File: config.mk
export PLATFORM = sky130hd
export DESIGN_NAME = div_rem_unit_flat
export DESIGN_NICKNAME = d
export VERILOG_FILES = /design/src/rtl/div_rem_unit_if.sv /design/src/rtl/div_rem_unit.sv /design/src/flat_wrapper.sv
export SDC_FILE = /design/constraint.sdc
export NUM_CORES = 1
export LEC_CHECK = 0
export BUFFER_PORTS_ARGS = -buffer_cell sky130_fd_sc_hd__buf_2
export CELL_PAD_IN_SITES_DETAIL_PLACEMENT = 1
export CELL_PAD_IN_SITES_GLOBAL_PLACEMENT = 1
export CORE_MARGIN = 4
export CORE_UTILIZATION = 45
export CTS_BUF_LIST = sky130_fd_sc_hd__clkbuf_16
export DETAILED_ROUTE_END_ITERATION = 7
export PLACE_DENSITY_LB_ADDON = 0.1
export SYNTH_ARGS = -nofsm -noshare
export SYNTH_HDL_FRONTEND = slang
export SYNTH_SLANG_ARGS = --single-unit
File: constraint.sdc
create_clock -name Clk -period 3.5 [get_ports Clk]
set_input_delay 0.35 -clock Clk [delete_from_list [all_inputs] [get_ports Clk]]
set_output_delay 0.35 -clock Clk [all_outputs]
set_load 0.1 [all_outputs]
File: src/rtl/div_rem_unit_if.sv
// Operand/result bundle between the execute-stage issue logic and div_rem_unit.
// The master side issues requests; the slave side is the divider.
interface div_rem_unit_if #(
    parameter int DATAWIDTH = 32
);
    logic                 Start;
    logic                 Kill;
    logic [1:0]           Div_Op;
    logic [DATAWIDTH-1:0] Operand_1;
    logic [DATAWIDTH-1:0] Operand_2;
    logic                 Busy;
    logic                 Done;
    logic [DATAWIDTH-1:0] Out;

    modport master (
        output Start, Kill, Div_Op, Operand_1, Operand_2,
        input  Busy, Done, Out
    );

    modport slave (
        input  Start, Kill, Div_Op, Operand_1, Operand_2,
        output Busy, Done, Out
    );
endinterface

File: src/rtl/div_rem_unit.sv
// Multi-cycle radix-2 restoring divider for RV32M DIV/DIVU/REM/REMU.
// Divide-by-zero and signed overflow finish in one cycle; all others take DATAWIDTH+2.
module div_rem_unit #(
    parameter int DATAWIDTH = 32
) (
    input logic          Clk,
    input logic          Reset,
    div_rem_unit_if.slave bus
);
    localparam int W  = DATAWIDTH;
    localparam int CW = $clog2(W);
    localparam logic [CW-1:0] LAST    = CW'(W - 1);
    localparam logic [W-1:0]  INT_MIN = {1'b1, {(W-1){1'b0}}};

    typedef enum logic [1:0] {IDLE, CALC, FIN, DONE} state_t;

    state_t          state_q, state_d;
    logic [1:0]      op_q, op_d;
    logic            neg_q_q, neg_q_d;
    logic            neg_r_q, neg_r_d;
    logic [W-1:0]    rem_q, rem_d;
    logic [W-1:0]    quo_q, quo_d;
    logic [W-1:0]    dvsr_q, dvsr_d;
    logic [CW-1:0]   count_q, count_d;
    logic [W-1:0]    out_q, out_d;

    logic            is_signed, a_neg, b_neg, div_zero, overflow;
    logic [W-1:0]    a_mag, b_mag, fix_quo, fix_rem;
    logic [W:0]      shifted, trial;

    always_comb begin
        // NOTE: every value written here gets a default first, so no path can infer a latch.
        state_d = state_q;
        op_d    = op_q;
        neg_q_d = neg_q_q;
        neg_r_d = neg_r_q;
        rem_d   = rem_q;
        quo_d   = quo_q;
        dvsr_d  = dvsr_q;
        count_d = count_q;
        out_d   = out_q;

        is_signed = ~bus.Div_Op[0];
        a_neg     = is_signed & bus.Operand_1[W-1];
        b_neg     = is_signed & bus.Operand_2[W-1];
        a_mag     = a_neg ? -bus.Operand_1 : bus.Operand_1;
        b_mag     = b_neg ? -bus.Operand_2 : bus.Operand_2;
        div_zero  = (bus.Operand_2 == '0);
        overflow  = is_signed && (bus.Operand_1 == INT_MIN) && (bus.Operand_2 == '1);

        // Bit W of the trial difference is the borrow: set means divisor did not fit.
        shifted = {rem_q, quo_q[W-1]};
        trial   = shifted - {1'b0, dvsr_q};

        fix_quo = neg_q_q ? -quo_q : quo_q;
        fix_rem = neg_r_q ? -rem_q : rem_q;

        unique case (state_q)
            IDLE, DONE: begin
                state_d = IDLE;
                if (bus.Start && !bus.Kill) begin
                    op_d    = bus.Div_Op;
                    neg_q_d = a_neg ^ b_neg;
                    neg_r_d = a_neg;
                    rem_d   = '0;
                    quo_d   = a_mag;
                    dvsr_d  = b_mag;
                    count_d = '0;
                    if (div_zero) begin
                        out_d   = bus.Div_Op[1] ? bus.Operand_1 : '1;
                        state_d = DONE;
                    end else if (overflow) begin
                        out_d   = bus.Div_Op[1] ? '0 : bus.Operand_1;
                        state_d = DONE;
                    end else begin
                        state_d = CALC;
                    end
                end
            end
            CALC: begin
                if (bus.Kill) begin
                    state_d = IDLE;
                end else begin
                    rem_d   = trial[W] ? shifted[W-1:0] : trial[W-1:0];
                    quo_d   = {quo_q[W-2:0], ~trial[W]};
                    count_d = count_q + CW'(1);
                    if (count_q == LAST) state_d = FIN;
                end
            end
            FIN: begin
                if (bus.Kill) begin
                    state_d = IDLE;
                end else begin
                    out_d   = op_q[1] ? fix_rem : fix_quo;
                    state_d = DONE;
                end
            end
            default: state_d = IDLE;
        endcase
    end

    always_ff @(posedge Clk) begin
        // NOTE: the whole datapath is reset, not only the FSM, so Out reads 0 after Reset.
        if (Reset) begin
            state_q <= IDLE;
            op_q    <= '0;
            neg_q_q <= 1'b0;
            neg_r_q <= 1'b0;
            rem_q   <= '0;
            quo_q   <= '0;
            dvsr_q  <= '0;
            count_q <= '0;
            out_q   <= '0;
        end else begin
            // NOTE: non-blocking so every register samples the pre-edge values of the others.
            state_q <= state_d;
            op_q    <= op_d;
            neg_q_q <= neg_q_d;
            neg_r_q <= neg_r_d;
            rem_q   <= rem_d;
            quo_q   <= quo_d;
            dvsr_q  <= dvsr_d;
            count_q <= count_d;
            out_q   <= out_d;
        end
    end

    assign bus.Busy = (state_q == CALC) || (state_q == FIN);
    assign bus.Done = (state_q == DONE);
    assign bus.Out  = out_q;
endmodule

File: src/flat_wrapper.sv
// flat-port wrapper written by rule: the top's interface ports become plain ports
module div_rem_unit_flat 
#(
    parameter int DATAWIDTH = 32
)
  (Clk, Reset, bus_Start, bus_Kill, bus_Div_Op, bus_Operand_1, bus_Operand_2, bus_Busy, bus_Done, bus_Out);
  div_rem_unit_if #(.DATAWIDTH(DATAWIDTH)) bus_i ();
  input logic Clk;
  input logic Reset;
  input wire logic [$bits(bus_i.Start)-1:0] bus_Start;
  input wire logic [$bits(bus_i.Kill)-1:0] bus_Kill;
  input wire logic [$bits(bus_i.Div_Op)-1:0] bus_Div_Op;
  input wire logic [$bits(bus_i.Operand_1)-1:0] bus_Operand_1;
  input wire logic [$bits(bus_i.Operand_2)-1:0] bus_Operand_2;
  output wire logic [$bits(bus_i.Busy)-1:0] bus_Busy;
  output wire logic [$bits(bus_i.Done)-1:0] bus_Done;
  output wire logic [$bits(bus_i.Out)-1:0] bus_Out;
  assign bus_i.Start = bus_Start;
  assign bus_i.Kill = bus_Kill;
  assign bus_i.Div_Op = bus_Div_Op;
  assign bus_i.Operand_1 = bus_Operand_1;
  assign bus_i.Operand_2 = bus_Operand_2;
  assign bus_Busy = bus_i.Busy;
  assign bus_Done = bus_i.Done;
  assign bus_Out = bus_i.Out;
  div_rem_unit #(.DATAWIDTH(DATAWIDTH)) u_core (.Clk(Clk), .Reset(Reset), .bus(bus_i));
endmodule
# [Yosys cells after proc, flatten, opt, wreduce, memory -nomap -nowiden]
# Cells that the tools add are included.
[op_classes] reduce_logical=13 add_sub_neg=6 bitwise=5 eq_ne=11 mux=29
[op_table] operator="two-way mux 32 bit" count=16
[op_table] operator="one-hot mux 32 bit (2 select lines)" count=3
[op_table] operator="negator 32 bit" count=4
[op_table] operator="== test 32 bit (second input constant)" count=2
[op_table] operator="subtractor 33 x 32 -> 33 bit" count=1
[op_table] operator="logical NOT 32 bit" count=1
[op_table] operator="two-way mux 2 bit" count=6
[op_table] operator="two-way mux 5 bit" count=2
[op_table] operator="one-hot mux 5 bit (2 select lines)" count=1
[op_table] operator="one-hot mux 2 bit (3 select lines)" count=1
[op_table] operator="adder 5 x 1 -> 5 bit (second input constant)" count=1
[op_table] operator="== test 5 bit (second input constant)" count=1
[op_table] operator="== test 2 bit (second input constant)" count=2
[op_table] operator="inequality test 2 bit (second input constant)" count=2
[op_table] operator="AND reduction 4 bit" count=1
[op_table] operator="nonzero test 2 bit" count=2
[op_table] operator="logical AND 1 bit" count=3
[op_table] operator="inequality test 3 x 1 -> 1 bit (second input constant)" count=1
[op_table] operator="inequality test 3 x 2 -> 1 bit (second input constant)" count=1
[op_table] operator="AND reduction 3 bit" count=1
[op_table] operator="AND 1 bit" count=2
[op_table] operator="== test 2 x 1 -> 1 bit (second input constant)" count=1
[op_table] operator="logical NOT 2 bit" count=1
[op_table] operator="inequality test 2 x 1 -> 1 bit (second input constant)" count=1
[op_table] operator="other kinds (6)" count=7
[word_totals] out_inout_bits=34 ff_bits=139 input_bits=70

# [Depth between registers and ports, before layout]
# Gate-level depths: netlist (run 1).
[depth] ltp_word=7 ltp_mapped=14 mapped_depth_nobuf=13

# [Worst setup path after synthesis (run 1)]
# No wires, ideal clock.
[synth_path] kind="flip-flop to flip-flop" startpoint="register u_core.quo_q[31]" endpoint="register u_core.rem_q[12]" setup_slack_ps=333 synth_period_minus_slack_ps=3167 path_buffers=1 arrival_time_ps=3038 stages_incl_launch_ff=15 path_cell_list="dfxtp_1 -> inv_1 -> ha_1 -> fa_1 -> nand2b_1 -> a21oi_2 -> nor4_2 -> o41ai_4 -> a31oi_1 -> o21ai_2 -> a221o_2 -> xor2_4 -> buf_6 -> mux2i_1 -> o21ai_0"
[synth_via] elab_chain_len=4
[synth_rtl] item="start, declared" line="div_rem_unit.sv:22" text="logic [W-1:0] quo_q, quo_d;"
[synth_rtl] item="start signal, assigned" line="div_rem_unit.sv:121" text="quo_q <= quo_d;"
[synth_rtl] item="subtractor 33 x 32 -> 33 bit" line="div_rem_unit.sv:53" text="trial = shifted - {1'b0, dvsr_q};"
[synth_rtl] item="two-way mux 32 bit" line="div_rem_unit.sv:84" text="rem_d = trial[W] ? shifted[W-1:0] : trial[W-1:0];"
[synth_rtl] item="two-way mux 32 bit" line="div_rem_unit.sv:81" text="if (bus.Kill) begin"
[synth_rtl] item="one-hot mux 32 bit (2 select lines)" line="div_rem_unit.sv:58" text="unique case (state_q)"
[synth_rtl] item="end signal, assigned" line="div_rem_unit.sv:120" text="rem_q <= rem_d;"
[synth_rtl] item="end, declared" line="div_rem_unit.sv:21" text="logic [W-1:0] rem_q, rem_d;"
# Every way passes these cells. The select of a mux whose other input is x is not followed.
# A chain may end at the register's enable or synchronous reset.

# [Final worst setup path (run 1)]
[layout_path] startpoint="register u_core.quo_q[31]" endpoint="register u_core.rem_q[15]"
# Same word-level chain as after synthesis.

==> out/results.tsv, run 1 <==
stage	metric	value	unit
sta	finalCritPeriodShare	93.8	%
die	die_w	162	µm
pwr	peakVddDrop	284	µV
yosys	synth_seq_area_share	26.0	%
cts	clockRootBuffer	clkbuf_16	
layout	diodes	0	
die	die_y	162	µm
pwr	power_density	365	nW/µm²
global_routing	grt_pass1_wl	61000	µm
critical_path	crit_chain	inv_1 -> ha_1 -> fa_1 -> nand2b_1 -> a21oi_2 -> nor4_2 -> o41ai_4 -> a31oi_4 -> o21ai_2 -> a221o_2 -> buf_4 -> xnor2_4 -> buf_4 -> a32oi_1 -> o21ai_2	
sta	maxSlewHeadroom	21.7	%
pwr	leakage	0.00487	µW
die	ios	104	
routing	dr.pass1.iters	5	
die	start_util	46.3	%
sta	fmax	0.305	GHz
cts	clock_path_buffers	2	
yosys	synth_cell_types	77	
global_routing	grt_max_degree	58	
sta	tightest_slew	1.17	ns
routing	vias	11000	
critical_path	cp-start-kind	register	
cts	h-tree-depth	4	
critical_path	path_max_fanout	7	
min_path	hp-class	in -> reg	
yosys	ys_warn_count	0	
sta	finClkSkew	0.0298	ns
routing	antenna_left	0	
layout	nNetsFinal	1631	
yosys	synthArstFlopShare	0	%
critical_path	crit_path_top_delay_cell	a221o_2	
yosys	synth_area	10600	µm²
cts	cts_tree	done	
sta	setup_viol	0	
layout	regArea	2760	µm²
status	status	complete, no violations	
yosys	yosys_most_used_dff	dfxtp_1	
critical_path	worstPathArrival	3.59	ns
global_routing	antenna_found_initial	0	
routing	drc	0	
routing	wl	38700	µm
layout	final_cells	1844	
routing	via_per_inst	5.98	
die	coreArea	22900	µm²
yosys	synth-edff-count	0	
sta	hold_viol	0	
placed_design	io_buffers	103	
die	dieArea	26100	µm²
routing	drt_iter0_drc	715	
layout	fill_cells	2890	
job	maxCapViolCount	0	
yosys	synthCells	1418	
global_routing	grt_pass1_vias	11000	
critical_path	crit_family	compound AO/OA/AOI/OAI gates	
placed_design	place_congestion	0.870	
sta	rsz0062_at_grt	false	
yosys	avgSynthCellArea	7.49	µm²
yosys	syn_nets	1531	
cts	clkLatencyLatePin	0.45	ns
critical_path	required	3.81	ns
sta	fin_hold_ws	0.230	ns
placed_design	place_inst	1810	
cts	cts_sinks	138	
placed_design	hpwl	28800	µm
cts	path_clk_slew	0.07	ns
cts	cts_buffers	17	
die	num_rows	55	
global_routing	grt_usage	29.1	%
critical_path	r2r_slack	0.22	ns
sta	period_needed	3.28	ns
critical_path	cp-end-kind	register	
routing	wl_per_cell	21.0	µm
layout	area_growth	16.6	%
global_routing	overflow	0	
yosys	synth-seq-cells	138	
critical_path	max_stage_delay	0.46	ns
layout	mostFrequentLayoutCells	190 x nand2_1, 137 x dfxtp_1, 121 x nor2_1, 110 x o21ai_0, 108 x a21oi_1	
layout	drive_above_1_share	15.7	%
pwr	total_power	4520	µW
sta	slew_viol_final	0	
critical_path	cp.buffers_inverters	3	
layout	multi_input_area	7370	µm²
layout	layout_commonest_cell	nand2_1	
critical_path	crit_type	reg -> reg	
power breakdown:
group | total (µW) | switching (µW) | internal, µW | leakage, µW
logic | 976 | 620 | 356 | 0.00346
clock network | 1860 | 801 | 1060 | 0.000281
registers | 1690 | 61.7 | 1620 | 0.00112
final cells by class:
cell class,count,share of cell area [%]
inverters,56,1.70
well taps,313,3.16
clock inverters,15,1.34
multi-input cells,1138,59.5
flip-flops and latches,138,22.3
repair buffers,167,8.54
clock buffers,17,3.44
logic make-up after synthesis:
logic type	after synthesis	synth area share [%]
AO/OA/AOI/OAI	423	25.4
AND/OR/NAND/NOR	471	20.7
multiplexers	23	2.17
buffers and inverters	142	5.33
XOR/XNOR	149	12.5
flip-flops	138	26.0
adder cells (fa/ha/maj)	72	7.87
worst min-delay path, cell delays in order:
cell and delay [ns]:
buf_2 0.11, o211ai_1 0.09, a21oi_1 0.08
metal layers:
metal	track usage (%)	wire length, µm	vias to the layer above
li1	-	-	5278
met1	39.6	17900	5356
met2	47.8	17900	339
met3	4.67	2150	56
met4	8.10	821	0
met5	0	0	-
per-stage QoR:
step	setup TNS, ns	worst slack (ns)	area [µm²]	util, %
floorplan	0	0.333	10600	-
global placement	0	0.163	11700	51.0
detailed placement	-0.0998	-0.0518	11700	51.0
CTS	0	0.0135	12300	53.6
global route	0	0.0485	12400	54.0
finish	0	0.217	12400	54.0
synthesized netlist by cell type, types with 8 or more instances:
master / count / area share [%]
a211oi_1: 42 / 3.0
a21o_1: 18 / 1.3
a21oi_1: 108 / 5.1
a311oi_1: 8 / 0.66
a31oi_1: 9 / 0.53
a32oi_1: 10 / 0.82
buf_2: 8 / 0.38
clkbuf_1: 74 / 2.6
dfxtp_1: 138 / 26
ha_1: 42 / 4.9
inv_1: 55 / 1.9
maj3_1: 29 / 2.7
mux2i_1: 23 / 2.2
nand2_1: 191 / 6.8
nand2b_1: 13 / 0.77
nand3_1: 22 / 1.0
nand4_1: 18 / 1.1
nor2_1: 124 / 4.4
nor2b_1: 8 / 0.47
nor3_1: 32 / 1.5
o211ai_1: 10 / 0.71
o21ai_0: 118 / 5.6
o22ai_1: 12 / 0.71
o31ai_1: 33 / 2.3
o41ai_1: 14 / 1.2
or3_1: 9 / 0.53
or4_1: 17 / 1.2
xnor2_1: 75 / 6.2
xor2_1: 73 / 6.0
repair_timing:
item / CTS / global route
resized for setup: 1 / 20
buffers inserted: 0 / 1
hold buffers: 0 / 0
gates cloned: 0 / 1
pin swaps: 0 / 3
endpoints found under the setup margin: 6 / 30
final timing paths:
path                            end  depth (start not counted)              start
setup / recovery   u_core.rem_q[15]                         15   u_core.quo_q[31]
hold / removal    u_core.state_q[1]                          3          bus_Start
setup reg to reg   u_core.rem_q[15]                         15   u_core.quo_q[31]
hold reg to reg   u_core.dvsr_q[20]                          2  u_core.dvsr_q[20]
sequential cells by signal, summed over array words and instances (netlist names):
register	flops
u_core.bus.Out	32
u_core.count_q	5
u_core.dvsr_q	32
u_core.neg_q_q	1
u_core.neg_r_q	1
u_core.op_q	1
u_core.quo_q	32
u_core.rem_q	32
u_core.state_q	2
Power figures use the tool's default switching activity.
==> run 2: changes to the inputs <==
- ABC_AREA: not set -> 1
- CORE_UTILIZATION: 45 -> 43
- SETUP_SLACK_MARGIN: not set -> 0.5
- SLEW_MARGIN: not set -> 25
==> run 2 against run 1 <==
Net effect:
- clock power hardly changed
- combinational power is 37% higher
- final area grew 20%
- register-to-register slack gained 0.49 ns
- sequential cell count is the same
- first-iteration DRC count rose by 65%
- maximum frequency rose by 18%
- sequential power hardly changed
- global-route usage is 1.9 points higher
- clock skew decreased by 0.011 ns
- worst setup slack gained 0.49 ns
- utilization fell by 5.9 points
- critical path type unchanged
- largest cell class unchanged
==> out/results.tsv, run 2 <==
stage	metric	value	unit
status	status	complete, no violations	
yosys	synth_top_area_share	20.4	%
yosys	synthCells	2330	
cts	h-tree-depth	4	
pwr	p_clk_share	38.0	%
cts	clockRootBuffer	clkbuf_16	
critical_path	crit_type	reg -> reg	
yosys	synthArstFlopShare	0	%
global_routing	grt_usage	31.0	%
yosys	synth_area	13500	µm²
critical_path	cp_common_cell	nand2_4	
job	maxCapViolCount	0	
layout	area_growth	9.85	%
layout	diodes	0	
global_routing	grt_max_degree	84	
die	die_y	185	µm
yosys	syn_nets	2443	
global_routing	use_met1	42.8	%
cts	cts_sinks	138	
yosys	synth_seq_area_share	20.4	%
routing	vias	15700	
die	num_rows	64	
cts	cts_buffers	17	
min_path	holdPathStages	2	
yosys	ys_warn_count	0	
sta	finClkSkew	0.0184	ns
pwr	sw_frac_of_total	37.3	%
sta	fmax	0.359	GHz
placed_design	hpwl	42100	µm
layout	nNetsFinal	2498	
routing	antenna_left	0	
cts	clkLatencyLatePin	0.46	ns
routing	drt_iter0_drc	1182	
critical_path	path_max_fanout	17	
sta	slew_viol_final	0	
sta	period_needed	2.79	ns
layout	mostFrequentLayoutCells	605 x nand2_1, 328 x inv_1, 235 x nand3_1, 216 x nor2_1	
yosys	synth-seq-cells	138	
routing	dr.pass1.iters	5	
yosys	synth_cell_types	51	
critical_path	crit_chain	inv_1 -> ha_1 -> fa_1 -> inv_1 -> nand2_1 -> nand2_1 -> nand3_1 -> nand2_2 -> nand2_4 -> nand2_4 -> nand2_4 -> nand2_4 -> nand2_4 -> nand2_4 -> nand2_1 -> nand3_1 -> a21oi_1	
min_path	worstHoldStart	Reset	
die	coreArea	30800	µm²
routing	via_per_inst	5.62	
global_routing	grt.busiest_layer	met2	
global_routing	antenna_found_initial	1	
die	ios	104	
critical_path	crit_path_top_delay_cell	fa_1	
sta	finalCritPeriodShare	79.7	%
critical_path	r2r_end	u_core.rem_q[1]	
placed_design	io_buffers	103	
critical_path	cp-start-kind	register	
pwr	leakage	0.00757	µW
routing	drc	0	
yosys	yosys_most_used_dff	dfxtp_1	
layout	final_cells	2794	
routing	wl	53500	µm
die	die_w	185	µm
global_routing	grt_use_met2	50.3	%
yosys	synthTopCellsByArea	dfxtp_1 20%, nand2_1 17%, inv_1 9.1%	
cts	clock_path_buffers	2	
global_routing	met3_usage	4.26	%
yosys	synthTopCellsByCount	605 x nand2_1, 327 x inv_1, 235 x nand3_1	
yosys	avgSynthCellArea	5.80	µm²
routing	wl_per_cell	19.1	µm
pwr	intPower	3070	µW
die	dieArea	34300	µm²
sta	tightest_slew	1.06	ns
pwr	pwr-share-comb	27.4	%
critical_path	worstReg2RegStart	u_core.quo_q[31]	
min_path	hp-class	in -> reg	
placed_design	place_congestion	0.931	
pwr	pwr-share-seq	34.7	%
cts	path_clk_slew	0.07	ns
cts	cts_tree	done	
critical_path	cp-end-kind	register	
yosys	synth-edff-count	0	
sta	rsz0062_at_grt	false	
sta	setup-tns-final	0	ns
critical_path	reg2reg_depth	17	
sta	maxSlewHeadroom	29.3	%
yosys	yosys.area.top_type	dfxtp_1	
layout	layout_commonest_cell	nand2_1	
placed_design	place_inst	2762	
critical_path	worstPathArrival	3.07	ns
sta	setup_viol	0	
min_path	holdPathEnd	u_core.bus.Out[23]	
sta	hold_viol	0	
global_routing	grt_pass1_vias	15600	
pwr	total_power	4890	µW
pwr	switchingPower	1820	µW
die	start_util	43.8	%
pwr	power_density	329	nW/µm²
critical_path	max_stage_delay	0.43	ns
global_routing	overflow	0	
global_routing	grt_pass1_wl	84200	µm
pwr	peakVddDrop	318	µV
yosys	yosysMostFrequentCell	nand2_1	
critical_path	required	3.78	ns
critical_path	r2r_slack	0.71	ns
layout	drive_above_1_share	11.9	%
==> run 2: cell count changes in the layout (fill, tap and decap cells not counted), moves of 61 or more <==
cell     before  now
a21oi_1     108  183
o21ai_0     110  183
xnor2_1      74   13
nor2_1      121  216
nand3_1      22  235
inv_1        55  328
nand2_1     190  605
==> run 2: critical path, delay by kind of cell (launching register included) <==
kind,cells,cell delay (ns)
fa+ha+maj,2,0.65
buf+inv,2,0.19
simple gates,12,1.34
flops,1,0.35
compound gates,1,0.07
==> run 2: worst max-delay path by stage <==
stage	slack (ns)	startpoint	endpoint	depth (start not counted)
after floorplan	0.92	u_core.state_q[0]	u_core.quo_q[10]	10
after global placement	0.84	u_core.quo_q[31]	u_core.rem_q[31]	17
after detailed placement	0.74	u_core.quo_q[31]	u_core.rem_q[3]	16
after CTS	0.70	u_core.quo_q[31]	u_core.rem_q[3]	16
after global routing	0.53	u_core.quo_q[31]	u_core.rem_q[19]	17
final	0.71	u_core.quo_q[31]	u_core.rem_q[1]	17
==> run 2: power groups by stage <==
stage | Combinational, µW | Sequential [µW] | Clock [µW]
after floorplan | 858 | 1760 | 0
after global placement | 1280 | 1720 | 0
after detailed placement | 1310 | 1730 | 0
after CTS | 1330 | 1690 | 1880
after global routing | 1490 | 1700 | 1950
final | 1340 | 1700 | 1860
==> run 2: stage by stage <==
| stage | hold WS (ns) | setup slack, ns | cell area [µm²] | utilization, % |
|---|---|---|---|---|
| finish | 0.197 | 0.711 | 14800 | 48.2 |
| global route | 0.213 | 0.534 | 14800 | 48.2 |
| CTS | 0.188 | 0.696 | 14800 | 48.1 |
| detailed placement | 0.462 | 0.739 | 14300 | 46.3 |
| global placement | 0.451 | 0.844 | 14300 | 46.3 |
| floorplan | 0.445 | 0.920 | 13500 | - |
==> run 2: routing by layer <==
layer / wire [µm] / vias to the layer above
li1: - / 7646
met1: 24700 / 7551
met2: 24300 / 412
met3: 2980 / 83
met4: 1460 / 0
met5: 0 / -
==> run 2: timing repair <==
| item | 4_1_cts | 5_1_grt |
|---|---|---|
| hold endpoints to repair | 0 | 0 |
| setup endpoints to repair | 0 | 1 |
| resized for setup | 0 | 1 |
| buffers inserted | 0 | 0 |
| hold buffers | 0 | 0 |
==> run 2: layout make-up <==
cell class	instances	area, µm²
clock buffers	17	425
fillers	4401	16000
flip-flops and latches	138	2760
clock inverters	15	153
well taps	396	495
multi-input cells	1754	8990
inverters	346	1300
repair buffers	128	718
==> run 2: kinds of logic (layout without fill, tap and decap cells) <==
kind of cell	count (synthesis)	in the layout	share of synthesized area, %
buffers and inverters	438	506	13.3
xor gates and xnor gates	40	40	2.59
adders and majority gates	48	48	4.41
DFF	138	138	20.4
AOI/OAI and AO/OA	451	451	18.4
and+or+nand+nor	1215	1215	40.9
